File: src/rtl/iq_pkg.sv
// Shared types and widths for the ALU issue queue and its wakeup comparators.
package iq_pkg;

  localparam int PR_W   = 7;
  localparam int NUM_PR = 65;
  localparam int PAY_W  = 32;
  localparam int NUM_WB = 4;
  localparam int DISP_W = 4;

  typedef struct packed {
    logic             valid;
    logic [PR_W-1:0]  src0_PR;
    logic             rdy0;
    logic [PR_W-1:0]  src1_PR;
    logic             rdy1;
    logic             dest_en;
    logic [PR_W-1:0]  dest_PR;
    logic [PAY_W-1:0] payload;
  } iq_entry_t;

endpackage

File: src/rtl/alu_issue_queue_if.sv
// Dispatch, scoreboard, writeback-broadcast and issue signals of the issue queue.
interface alu_issue_queue_if
  import iq_pkg::*;
();

  logic [DISP_W-1:0]        disp_valid;
  logic                     disp_ready;
  logic [DISP_W-1:0]        disp_src0_en;
  logic [DISP_W-1:0]        disp_src1_en;
  logic [DISP_W*PR_W-1:0]   disp_src0_PR;
  logic [DISP_W*PR_W-1:0]   disp_src1_PR;
  logic [DISP_W-1:0]        disp_dest_en;
  logic [DISP_W*PR_W-1:0]   disp_dest_PR;
  logic [DISP_W*PAY_W-1:0]  disp_payload;
  logic [NUM_PR-1:0]        PR_status;
  logic [NUM_WB-1:0]        wb_en;
  logic [NUM_WB*PR_W-1:0]   wb_PR;
  logic                     iss_valid;
  logic                     iss_ready;
  logic [PR_W-1:0]          iss_src0_PR;
  logic [PR_W-1:0]          iss_src1_PR;
  logic [PR_W-1:0]          iss_dest_PR;
  logic                     iss_dest_en;
  logic [PAY_W-1:0]         iss_payload;

  modport master (
    output disp_valid, disp_src0_en, disp_src1_en, disp_src0_PR, disp_src1_PR,
           disp_dest_en, disp_dest_PR, disp_payload, PR_status, wb_en, wb_PR, iss_ready,
    input  disp_ready, iss_valid, iss_src0_PR, iss_src1_PR, iss_dest_PR, iss_dest_en,
           iss_payload
  );

  modport slave (
    input  disp_valid, disp_src0_en, disp_src1_en, disp_src0_PR, disp_src1_PR,
           disp_dest_en, disp_dest_PR, disp_payload, PR_status, wb_en, wb_PR, iss_ready,
    output disp_ready, iss_valid, iss_src0_PR, iss_src1_PR, iss_dest_PR, iss_dest_en,
           iss_payload
  );

endinterface

File: src/rtl/pr_wakeup_match.sv
// Compares one physical register against every enabled writeback broadcast.
module pr_wakeup_match
  import iq_pkg::*;
(
  input  logic [PR_W-1:0]        pr,
  input  logic [NUM_WB-1:0]      wb_en,
  input  logic [NUM_WB*PR_W-1:0] wb_PR,
  output logic                   hit
);

  logic [NUM_WB-1:0] port_hit;

  generate
    for (genvar gi = 0; gi < NUM_WB; gi++) begin : g_port
      assign port_hit[gi] = wb_en[gi] && (wb_PR[gi*PR_W +: PR_W] == pr);
    end
  endgenerate

  assign hit = |port_hit;

endmodule

File: src/rtl/alu_issue_queue.sv
// Collapsing, age-ordered issue queue: 4-wide dispatch, broadcast wakeup,
// oldest-ready select with valid/ready issue.
module alu_issue_queue
  import iq_pkg::*;
#(
  parameter int DEPTH = 8
) (
  input  logic                       clk,
  input  logic                       rst_n,
  input  logic                       flush_stage4,
  alu_issue_queue_if.slave           iq,
  output logic [$clog2(DEPTH+1)-1:0] count
);

  localparam int CW = $clog2(DEPTH + 1);
  localparam int IW = $clog2(DEPTH);

  iq_entry_t         entries_reg  [DEPTH];
  iq_entry_t         entries_next [DEPTH];
  logic [CW-1:0]     count_reg;
  logic [CW-1:0]     count_next;
  logic [DEPTH-1:0]  hit0;
  logic [DEPTH-1:0]  hit1;
  logic [DISP_W-1:0] disp_hit0;
  logic [DISP_W-1:0] disp_hit1;
  iq_entry_t         lane_entry [DISP_W];
  logic              found;
  logic [IW-1:0]     sel;
  logic              disp_ready_int;
  logic              issue_fire;
  logic              accept;

  generate
    for (genvar gi = 0; gi < DEPTH; gi++) begin : g_entry_match
      pr_wakeup_match u_match0 (
        .pr(entries_reg[gi].src0_PR), .wb_en(iq.wb_en), .wb_PR(iq.wb_PR), .hit(hit0[gi])
      );
      pr_wakeup_match u_match1 (
        .pr(entries_reg[gi].src1_PR), .wb_en(iq.wb_en), .wb_PR(iq.wb_PR), .hit(hit1[gi])
      );
    end
    for (genvar gi = 0; gi < DISP_W; gi++) begin : g_disp_match
      pr_wakeup_match u_match0 (
        .pr(iq.disp_src0_PR[gi*PR_W +: PR_W]), .wb_en(iq.wb_en), .wb_PR(iq.wb_PR),
        .hit(disp_hit0[gi])
      );
      pr_wakeup_match u_match1 (
        .pr(iq.disp_src1_PR[gi*PR_W +: PR_W]), .wb_en(iq.wb_en), .wb_PR(iq.wb_PR),
        .hit(disp_hit1[gi])
      );
    end
  endgenerate

  // Oldest ready entry; scanning downward leaves the lowest index selected.
  always_comb begin
    found = 1'b0;
    sel   = '0;
    for (int i = DEPTH - 1; i >= 0; i--) begin
      if (entries_reg[i].valid && entries_reg[i].rdy0 && entries_reg[i].rdy1) begin
        found = 1'b1;
        sel   = IW'(i);
      end
    end
  end

  assign disp_ready_int  = (count_reg <= CW'(DEPTH - DISP_W)) && !flush_stage4;
  assign iq.disp_ready   = disp_ready_int;
  assign iq.iss_valid    = found && !flush_stage4;
  assign iq.iss_src0_PR  = found ? entries_reg[sel].src0_PR : '0;
  assign iq.iss_src1_PR  = found ? entries_reg[sel].src1_PR : '0;
  assign iq.iss_dest_PR  = found ? entries_reg[sel].dest_PR : '0;
  assign iq.iss_dest_en  = found ? entries_reg[sel].dest_en : 1'b0;
  assign iq.iss_payload  = found ? entries_reg[sel].payload : '0;
  assign count           = count_reg;

  // A source produced by an older lane of the same group must wait for its
  // broadcast even if the scoreboard still shows the previous mapping ready.
  always_comb begin
    for (int l = 0; l < DISP_W; l++) begin
      logic dep0;
      logic dep1;
      dep0 = 1'b0;
      dep1 = 1'b0;
      for (int k = 0; k < l; k++) begin
        if (iq.disp_valid[k] && iq.disp_dest_en[k]) begin
          if (iq.disp_dest_PR[k*PR_W +: PR_W] == iq.disp_src0_PR[l*PR_W +: PR_W]) dep0 = 1'b1;
          if (iq.disp_dest_PR[k*PR_W +: PR_W] == iq.disp_src1_PR[l*PR_W +: PR_W]) dep1 = 1'b1;
        end
      end
      lane_entry[l].valid   = 1'b1;
      lane_entry[l].src0_PR = iq.disp_src0_PR[l*PR_W +: PR_W];
      lane_entry[l].src1_PR = iq.disp_src1_PR[l*PR_W +: PR_W];
      lane_entry[l].rdy0    = !iq.disp_src0_en[l] ? 1'b1 : dep0 ? 1'b0 :
                              (iq.PR_status[iq.disp_src0_PR[l*PR_W +: PR_W]] | disp_hit0[l]);
      lane_entry[l].rdy1    = !iq.disp_src1_en[l] ? 1'b1 : dep1 ? 1'b0 :
                              (iq.PR_status[iq.disp_src1_PR[l*PR_W +: PR_W]] | disp_hit1[l]);
      lane_entry[l].dest_en = iq.disp_dest_en[l];
      lane_entry[l].dest_PR = iq.disp_dest_PR[l*PR_W +: PR_W];
      lane_entry[l].payload = iq.disp_payload[l*PAY_W +: PAY_W];
    end
  end

  // Wakeup and collapse first, then append accepted lanes at the new tail.
  always_comb begin
    int tail;
    int slot;
    issue_fire = iq.iss_valid && iq.iss_ready;
    accept     = disp_ready_int && (|iq.disp_valid);
    tail       = int'(count_reg) - (issue_fire ? 1 : 0);
    for (int i = 0; i < DEPTH; i++) begin
      int src;
      iq_entry_t e;
      src = (issue_fire && (i >= int'(sel))) ? i + 1 : i;
      e   = '0;
      if (src < DEPTH) begin
        e = entries_reg[IW'(src)];
        if (e.valid) begin
          e.rdy0 = e.rdy0 | hit0[IW'(src)];
          e.rdy1 = e.rdy1 | hit1[IW'(src)];
        end
      end
      entries_next[i] = e;
    end
    slot = tail;
    for (int l = 0; l < DISP_W; l++) begin
      if (accept && iq.disp_valid[l] && (slot < DEPTH)) begin
        entries_next[IW'(slot)] = lane_entry[l];
        slot = slot + 1;
      end
    end
    count_next = CW'(slot);
  end

  always_ff @(posedge clk or negedge rst_n) begin
    if (!rst_n) begin
      count_reg <= '0;
      for (int i = 0; i < DEPTH; i++) entries_reg[i] <= '0;
    end else if (flush_stage4) begin
      count_reg <= '0;
      for (int i = 0; i < DEPTH; i++) entries_reg[i] <= '0;
    end else begin
      count_reg <= count_next;
      for (int i = 0; i < DEPTH; i++) entries_reg[i] <= entries_next[i];
    end
  end

endmodule

File: src/flat_wrapper.sv
// flat-port wrapper written by rule: the top's interface ports become plain ports
module alu_issue_queue_flat import iq_pkg::*;
#(
  parameter int DEPTH = 8
)
  (clk, rst_n, flush_stage4, count, iq_disp_valid, iq_disp_src0_en, iq_disp_src1_en, iq_disp_src0_PR, iq_disp_src1_PR, iq_disp_dest_en, iq_disp_dest_PR, iq_disp_payload, iq_PR_status, iq_wb_en, iq_wb_PR, iq_iss_ready, iq_disp_ready, iq_iss_valid, iq_iss_src0_PR, iq_iss_src1_PR, iq_iss_dest_PR, iq_iss_dest_en, iq_iss_payload);
  alu_issue_queue_if iq_i ();
  input  logic clk;
  input  logic rst_n;
  input  logic flush_stage4;
  output logic [$clog2(DEPTH+1)-1:0] count;
  input wire logic [$bits(iq_i.disp_valid)-1:0] iq_disp_valid;
  input wire logic [$bits(iq_i.disp_src0_en)-1:0] iq_disp_src0_en;
  input wire logic [$bits(iq_i.disp_src1_en)-1:0] iq_disp_src1_en;
  input wire logic [$bits(iq_i.disp_src0_PR)-1:0] iq_disp_src0_PR;
  input wire logic [$bits(iq_i.disp_src1_PR)-1:0] iq_disp_src1_PR;
  input wire logic [$bits(iq_i.disp_dest_en)-1:0] iq_disp_dest_en;
  input wire logic [$bits(iq_i.disp_dest_PR)-1:0] iq_disp_dest_PR;
  input wire logic [$bits(iq_i.disp_payload)-1:0] iq_disp_payload;
  input wire logic [$bits(iq_i.PR_status)-1:0] iq_PR_status;
  input wire logic [$bits(iq_i.wb_en)-1:0] iq_wb_en;
  input wire logic [$bits(iq_i.wb_PR)-1:0] iq_wb_PR;
  input wire logic [$bits(iq_i.iss_ready)-1:0] iq_iss_ready;
  output wire logic [$bits(iq_i.disp_ready)-1:0] iq_disp_ready;
  output wire logic [$bits(iq_i.iss_valid)-1:0] iq_iss_valid;
  output wire logic [$bits(iq_i.iss_src0_PR)-1:0] iq_iss_src0_PR;
  output wire logic [$bits(iq_i.iss_src1_PR)-1:0] iq_iss_src1_PR;
  output wire logic [$bits(iq_i.iss_dest_PR)-1:0] iq_iss_dest_PR;
  output wire logic [$bits(iq_i.iss_dest_en)-1:0] iq_iss_dest_en;
  output wire logic [$bits(iq_i.iss_payload)-1:0] iq_iss_payload;
  assign iq_i.disp_valid = iq_disp_valid;
  assign iq_i.disp_src0_en = iq_disp_src0_en;
  assign iq_i.disp_src1_en = iq_disp_src1_en;
  assign iq_i.disp_src0_PR = iq_disp_src0_PR;
  assign iq_i.disp_src1_PR = iq_disp_src1_PR;
  assign iq_i.disp_dest_en = iq_disp_dest_en;
  assign iq_i.disp_dest_PR = iq_disp_dest_PR;
  assign iq_i.disp_payload = iq_disp_payload;
  assign iq_i.PR_status = iq_PR_status;
  assign iq_i.wb_en = iq_wb_en;
  assign iq_i.wb_PR = iq_wb_PR;
  assign iq_i.iss_ready = iq_iss_ready;
  assign iq_disp_ready = iq_i.disp_ready;
  assign iq_iss_valid = iq_i.iss_valid;
  assign iq_iss_src0_PR = iq_i.iss_src0_PR;
  assign iq_iss_src1_PR = iq_i.iss_src1_PR;
  assign iq_iss_dest_PR = iq_i.iss_dest_PR;
  assign iq_iss_dest_en = iq_i.iss_dest_en;
  assign iq_iss_payload = iq_i.iss_payload;
  alu_issue_queue #(.DEPTH(DEPTH)) u_core (.clk(clk), .rst_n(rst_n), .flush_stage4(flush_stage4), .iq(iq_i), .count(count));
endmodule
File: config.mk
export PLATFORM = sky130hd
export DESIGN_NAME = alu_issue_queue_flat
export DESIGN_NICKNAME = d
export VERILOG_FILES = /design/src/rtl/iq_pkg.sv /design/src/rtl/alu_issue_queue_if.sv /design/src/rtl/pr_wakeup_match.sv /design/src/rtl/alu_issue_queue.sv /design/src/flat_wrapper.sv
export SDC_FILE = /design/constraint.sdc
export NUM_CORES = 2
export LEC_CHECK = 0
export CORE_UTILIZATION = 30
export DETAILED_ROUTE_END_ITERATION = 16
export PLACE_DENSITY_LB_ADDON = 0.3
export SYNTH_ARGS = -nofsm -noshare
export SYNTH_HDL_FRONTEND = slang
export SYNTH_SLANG_ARGS = --single-unit
File: constraint.sdc
create_clock -name clk -period 8 [get_ports clk]
set_clock_uncertainty 0.2 [all_clocks]
set_input_delay 1.6 -clock clk [delete_from_list [all_inputs] [get_ports clk]]
set_output_delay 1.6 -clock clk [all_outputs]
set_load 0.1 [all_outputs]
After elaboration in Yosys (flattened, before gate mapping):

Index checks and enable logic that the tools add are counted.

* register bits: 460
* output and inout port bits: 60
* logic and storage cells: 637

* $add $sub $neg: 5
* magnitude comparators: 53
* eq/ne operators: 108
* multiplexer cells: 205
* bitwise gates (word level): 37
* reduce and logical (&&, ||, !) cells: 164

Operators with widths (number)
* two-way mux 456 bit: 5
* bitwise mux 456 bit: 4
* two-way mux 57 bit: 28
* binary-select mux 57 bit (select 3 bit): 9
* equality test 7 bit: 108
* demux 57 bit (select 3 bit): 4
* less-than comparator 32 x 5 -> 1 bit (second input constant): 12
* logical AND 1 bit: 138
* two-way mux 32 bit: 4
* two-way mux 56 bit: 2
* two-way mux 1 bit: 108
* OR reduction 4 bit: 25
* adder 32 x 2 -> 32 bit (second input constant): 3
* less-than comparator 7 x 8 -> 1 bit (second input constant): 8
* binary-select mux 1 bit (select 7 bit): 8
* binary-select mux 1 bit (select 3 bit): 16
* >= comparator 3 x 4 -> 1 bit (second input constant): 12
* less-than comparator 3 x 5 -> 1 bit (second input constant): 8
* NOT 3 bit: 12
* subtractor 5 x 32 -> 32 bit: 1
* two-way mux 3 bit: 9
* OR 1 bit: 24
* two-way mux 7 bit: 3
* less-than comparator 3 x 1 -> 1 bit (second input constant): 4
* other kinds (10): 17

Logic depth before layout (Yosys ltp):

* depth after elaboration: 31
* depth in mapped cells: 29
* mapped depth without buffers: 25

Hierarchy:

A second synthesis with hierarchy kept.

* cells, all modules: 5249
* area total of the unflattened synthesis: 43812.0 um^2

By module, submodules not included
* alu_issue_queue: instances 1, cells an instance 4429, area an instance 37480.9 um^2, seq. area each 11511.0 um^2
* pr_wakeup_match: instances 20, cells an instance 41, area an instance 316.6 um^2, seq. area each 0.0 um^2

Least setup slack after synthesis:

No wires, ideal clock.

* kind: input -> register
* start point: in flush_stage4
* end point: reg u_core.entries_reg[390] (netlist name)
* setup time: 0.128 ns
* data arrival time: 6.742 ns
* required time: 7.672 ns
* slack: 0.930 ns
* cell stages on the path: 13
* buffers on the path: 2
* cells stage by stage: nor3_1 -> nand2_1 -> nor4_1 -> a22o_1 -> buf_4 -> mux2i_4 -> inv_1 -> ha_1 -> or4_1 -> o31ai_1 -> nand3_1 -> buf_2 -> mux2_1

* longest elaborated chain between the ends: 22
* elaborated cells between the ends (all ways): 71

RTL lines
* start: declaration: line flat_wrapper.sv:10 `input logic flush_stage4;`
* logical NOT 1 bit: line alu_issue_queue.sv:66, alu_issue_queue.sv:68
* logical AND 1 bit: line alu_issue_queue.sv:68 `assign iq.iss_valid = found && !flush_stage4;`
* logical AND 1 bit: line alu_issue_queue.sv:107 `issue_fire = iq.iss_valid && iq.iss_ready;`
* two-way mux 1 bit: line alu_issue_queue.sv:109 `tail = int'(count_reg) - (issue_fire ? 1 : 0);`
* subtractor 5 x 32 -> 32 bit: line alu_issue_queue.sv:109
* less-than comparator 32 x 5 -> 1 bit: line alu_issue_queue.sv:126 `if (accept && iq.disp_valid[l] && (slot < DEPTH)) begin`
* logical AND 1 bit: line alu_issue_queue.sv:126
* two-way mux 32 bit: line alu_issue_queue.sv:126
* (+6 left out)
* NOT 3 bit (implied by the code): line alu_issue_queue.sv:127 `entries_next[IW'(slot)] = lane_entry[l];`
* >= comparator 3 x 4 -> 1 bit (implied by the code) or less-than comparator 3 x 1 -> 1 bit (tied branches): line alu_issue_queue.sv:127
* logical AND 1 bit (implied by the code): line alu_issue_queue.sv:127
* two-way mux 57 bit (implied by the code): line alu_issue_queue.sv:127
* demux 57 bit (select 3 bit): line alu_issue_queue.sv:127
* bitwise mux 456 bit: line alu_issue_queue.sv:127
* two-way mux 456 bit: line alu_issue_queue.sv:126
* two-way mux 456 bit *: line alu_issue_queue.sv:138 `end else if (flush_stage4) begin`

Every way passes the cells marked *; elsewhere a longest branch is shown, timed or not. The select of a mux whose other input is x is not followed.

Final worst setup path:

* start point: reg u_core.entries_reg[398] (netlist name)
* end point: reg u_core.entries_reg[449] (netlist name)

* longest elaborated chain between the ends: 25
* elaborated cells between the ends (all ways): 66

RTL lines
* logical AND 1 bit * (2 in a row): line alu_issue_queue.sv:59 `if (entries_reg[i].valid && entries_reg[i].rdy0 && entries_reg[i].rdy1) begin`
* two-way mux 1 bit (2 in a row): line alu_issue_queue.sv:59
* logical AND 1 bit: line alu_issue_queue.sv:68
* logical AND 1 bit: line alu_issue_queue.sv:107
* two-way mux 1 bit: line alu_issue_queue.sv:109
* subtractor 5 x 32 -> 32 bit: line alu_issue_queue.sv:109
* less-than comparator 32 x 5 -> 1 bit: line alu_issue_queue.sv:126
* logical AND 1 bit: line alu_issue_queue.sv:126
* (+7 left out)
* NOT 3 bit (implied by the code): line alu_issue_queue.sv:127
* >= comparator 3 x 4 -> 1 bit (implied by the code) or less-than comparator 3 x 1 -> 1 bit (tied branches): line alu_issue_queue.sv:127
* logical AND 1 bit (implied by the code): line alu_issue_queue.sv:127
* two-way mux 57 bit (implied by the code): line alu_issue_queue.sv:127
* demux 57 bit (select 3 bit): line alu_issue_queue.sv:127
* bitwise mux 456 bit: line alu_issue_queue.sv:127
* two-way mux 456 bit *: line alu_issue_queue.sv:126
* two-way mux 456 bit *: line alu_issue_queue.sv:138

Marked as above.

==> impl_summary.txt <==
----------------------------------------------------
[Synthesis]
  Number of distinct library cells after synthesis ... 84
  Mean instance size in the synthesized netlist ... 8.13 um2
  Seq/Total Area, Yosys ... 0.263
  Async set-reset flop share out of synthesis ... 1.00
  Number of enable flip-flop cells after synthesis ... 0
  Post-synth design cell area ... 0.0437 mm2
  Number of storage elements in the synthesis netlist ... 460
  Primary FF master, synth ... sky130_fd_sc_hd__dfrtp_1
  Gate count after technology mapping ... 5,376
  Net count of the mapped netlist ... 5,712
  Yosys warns ... 0

[Drt]
  ANT nets after route ... 0
  Vias per cell ... 6.13
  Via count of the routed design ... 44.7k
  Post-detailed-route DRC marker count ... 31
  Average detailed-routed wire length per instance ... 29.0 um
  Detailed router's first-iteration violation count ... 5,742
  Overall routed net length ... 212,000 um
  Detailed Routing Iterations Pass 1 ... 12

[Clock tree]
  Number of clock sinks ... 460
  TritonCTS clock tree ... done
  Clock edge transition at the registers on the reported setup and hold paths ... 0.07 ns
  Number of buffers created by CTS ... 50
  Clock latency of the later-clocked register in the worst-skew pair ... 0.65 ns
  Hold-fix buffers, CTS ... 0
  Max H-tree Level ... 2
  Worst-case clock buffer depth ... 3
  Resized cells post-CTS ... 0
  Cell chosen for the clock root ... sky130_fd_sc_hd__clkbuf_16
  Buffers inserted by post-CTS timing repair ... 0

[Hold path]
  Number of stages on the worst hold path ... 1
  Worst hold start ... u_core.entries_reg[37]
  Min-delay worst type ... register to register
  Destination of the worst hold path ... u_core.entries_reg[37]

[Final layout]
  Number of flip-flops under the largest register name ... 456
  Fraction of layout cells with a size suffix above 1 ... 0.112
  Number of non-filler instances in the completed layout ... 7,299
  Number of fill cells in the layout ... 14.8k
  Reg area ... 0.0115 mm2
  Net count, final ... 5,685
  Area occupied by multi-input gates ... 0.0297 mm2
  Layout overhead on the synthesized area ... 16.7%
  Layout Utilization ... 0.354

[Setup path]
  Critical Path, Cell by Cell ... and3_1 > nand2b_1 > nor2_1 > nand3_2 > and2_1 > ha_1 > nand2b_1 > nor2_1 > ha_1 > or4b_1 > or4_4 > o21a_1 > a22o_1 > mux2i_4 > inv_1 > ha_1 > nand2_1 > o41ai_1 > nand2_1 > o21ai_4 > o211a_4 > buf_12 > mux2_2
  Worst endpoint required time ... 8.32 ns
  Most frequent cell on the critical path ... sky130_fd_sc_hd__ha_1
  Delay contributed by the slowest stage of the critical path ... 0.56 ns
  Arrival time at the worst endpoint ... 7.76 ns
  Critical-path cell with the highest stage delay ... sky130_fd_sc_hd__or4b_1
  FF-to-FF Start ... u_core.entries_reg[398]
  Startpoint Class ... register
  Worst flop-to-flop path endpoint ... u_core.entries_reg[449]
  Path depth of the worst reg2reg path ... 23
  Largest delay share family, worst path ... simple AND/OR/NAND/NOR gates
  Crit-path max FO ... 20
  Flop-to-flop setup slack ... 0.55 ns
  Critical Path Sink Type ... register
  Type of the setup path with the least slack ... register to register
  Total buffers and inverters traversed by the critical path ... 2

[Timing]
  Max Freq ... 134 MHz
  Total setup violations reported at the end of the flow ... 0
  Worst setup slack after layout ... 0.552 ns
  Final period demand of the worst path ... 7.45 ns
  RSZ-0062 raised after global routing ... false
  Setup TNS ... 0 ns
  Pin slew with the least headroom to its limit ... 1.32 ns
  Final period utilization ... 0.931
  Hold slack final ... 0.317 ns
  Final hold violation count ... 0
  Max-slew violations ... 0
  Slew HR ... 0.119

[GRT]
  Wire length of the first global-routing pass ... 307,000 um
  Initial antenna violation count ... 20
  M3 GR Usage ... 0.0726
  Layer with the highest usage ... met2
  Via count of the first global-routing pass ... 42.5k
  Overall routing resource usage ... 0.279
  Remaining global-route overflow ... 0
  GR met2 Demand/Resource ... 0.410
  Pin count of the biggest net entering global routing ... 139
  Met1 usage in global routing ... 0.377

[Job]
  Maximum Capacitance Violations ... 0

[Outcome]
  Run status ... finished, violations left
  Violations in the final reports ... design-rule violations

[Power and ir drop]
  Cell area power density ... 226 mW/mm2
  Worst vdd ir ... 0.000169 V
  Leakage power summed over all cells ... 20.9 nW

[Die]
  Vertical die dimension ... 384 um
  Die span in x ... 384 um
  Starting Density ... 0.304
  Total die area ... 0.147 mm2
  Number of placed I/O pins ... 389
  Floorplan row count ... 139
  Core area ... 0.144 mm2

[Placed design]
  Final weighted congestion in routability-driven placement ... 0.956
  Total instance count after detailed placement ... 7,200
  I/O Buffers ... 388
  Estimated wirelength of the detail-placed design ... 139,000 um
  Setup slack after placement ... 0.160 ns

----------------------------------------------------
## cell usage in the layout, fill, tap and decap left out, types with 159 or more instances in the layout
| cell | instances |
|---|---|
| sky130_fd_sc_hd__xor2_1 | 297 |
| sky130_fd_sc_hd__o211ai_1 | 159 |
| sky130_fd_sc_hd__nand3_1 | 176 |
| sky130_fd_sc_hd__a211oi_1 | 249 |
| sky130_fd_sc_hd__clkdlybuf4s50_1 | 358 |
| sky130_fd_sc_hd__a21oi_1 | 354 |
| sky130_fd_sc_hd__buf_4 | 173 |
| sky130_fd_sc_hd__nand2_1 | 780 |
| sky130_fd_sc_hd__xnor2_1 | 355 |
| sky130_fd_sc_hd__mux2i_1 | 313 |
| sky130_fd_sc_hd__nor2_1 | 419 |
| sky130_fd_sc_hd__dfrtp_1 | 460 |
## power breakdown
| part | switching (mW) | internal, mW | total [mW] | leakage [nW] |
|---|---|---|---|---|
| Combinational | 3.09 | 2.26 | 5.35 | 13.6 |
| Sequential | 0.773 | 2.78 | 3.55 | 6.32 |
| Clock | 1.12 | 1.50 | 2.62 | 0.889 |
## how the worst max path moves through the flow
stage	from	to	slack [ns]	cells past startpoint
after global routing	u_core.entries_reg[341]	u_core.entries_reg[444]	0.06	26
final	u_core.entries_reg[398]	u_core.entries_reg[449]	0.55	23
after CTS	u_core.entries_reg[398]	u_core.entries_reg[446]	0.67	23
after floorplan	flush_stage4	u_core.entries_reg[390]	0.93	13
after detailed placement	iq_iss_ready	u_core.entries_reg[444]	0.16	21
after global placement	iq_iss_ready	u_core.entries_reg[444]	0.12	21
## cell families (layout without fill, tap and decap cells)
| family | after synthesis | after routing | share of synthesized area |
|---|---|---|---|
| xor gates and xnor gates | 655 | 655 | 0.132 |
| other | 0 | 8 | 0 |
| AOI/OAI and AO/OA | 1213 | 1213 | 0.183 |
| and+or+nand+nor | 1776 | 1776 | 0.180 |
| DFF | 460 | 460 | 0.263 |
| buffers and inverters | 692 | 704 | 0.0621 |
| adders and majority gates | 7 | 7 | 0.00200 |
| muxes | 573 | 573 | 0.177 |
## Yosys cell counts (8+ instances only)
cell	n	area [um2]
sky130_fd_sc_hd__mux2i_1	313	3130
sky130_fd_sc_hd__o41ai_2	20	325
sky130_fd_sc_hd__inv_1	51	191
sky130_fd_sc_hd__o211ai_1	159	1190
sky130_fd_sc_hd__a211oi_1	249	1870
sky130_fd_sc_hd__xor2_1	297	2600
sky130_fd_sc_hd__buf_1	138	518
sky130_fd_sc_hd__o31ai_1	16	120
sky130_fd_sc_hd__mux4_2	147	3310
sky130_fd_sc_hd__buf_2	32	160
sky130_fd_sc_hd__buf_4	8	60.1
sky130_fd_sc_hd__o21ai_0	149	746
sky130_fd_sc_hd__nor2b_1	12	75.1
sky130_fd_sc_hd__mux2_1	16	180
sky130_fd_sc_hd__nor4_1	66	413
sky130_fd_sc_hd__xnor2_1	355	3110
sky130_fd_sc_hd__and2_1	63	394
sky130_fd_sc_hd__and3_1	8	50.1
sky130_fd_sc_hd__o21ai_1	18	90.1
sky130_fd_sc_hd__nor3_1	54	270
sky130_fd_sc_hd__o221ai_1	60	526
sky130_fd_sc_hd__nand2_1	782	2940
sky130_fd_sc_hd__a21oi_1	355	1780
sky130_fd_sc_hd__a31oi_1	63	394
sky130_fd_sc_hd__nand4_1	141	882
sky130_fd_sc_hd__nand3_1	182	911
sky130_fd_sc_hd__dfrtp_1	460	11500
sky130_fd_sc_hd__mux2_2	95	1070
sky130_fd_sc_hd__clkbuf_1	455	1710
sky130_fd_sc_hd__o21a_1	8	60.1
sky130_fd_sc_hd__nor2_1	422	1580
sky130_fd_sc_hd__o22ai_1	58	363
## layout make-up
class / count / share of cell area
repair buffers: 561 / 0.105
inverters: 52 / 0.00388
multi-input cells: 4224 / 0.583
well taps: 1903 / 0.0467
clock inverters: 26 / 0.00726
flip-flops and latches: 460 / 0.226
diodes: 8 / 0.000393
clock buffers: 65 / 0.0282
## layer usage
metal,part of all wire,vias up
li1,-,19200
met1,0.40,22100
met5,0.00080,-
met2,0.43,2810
met3,0.11,584
met4,0.051,24
## metrics by stage
stage               instance area, um2  total power [mW]
finish                           51000              11.5
global route                     51000              12.1
CTS                              51000              11.4
detailed placement               49200              8.75
global placement                 49200              8.67
floorplan                        43700              7.00
(Power assumes the default switching activity.)
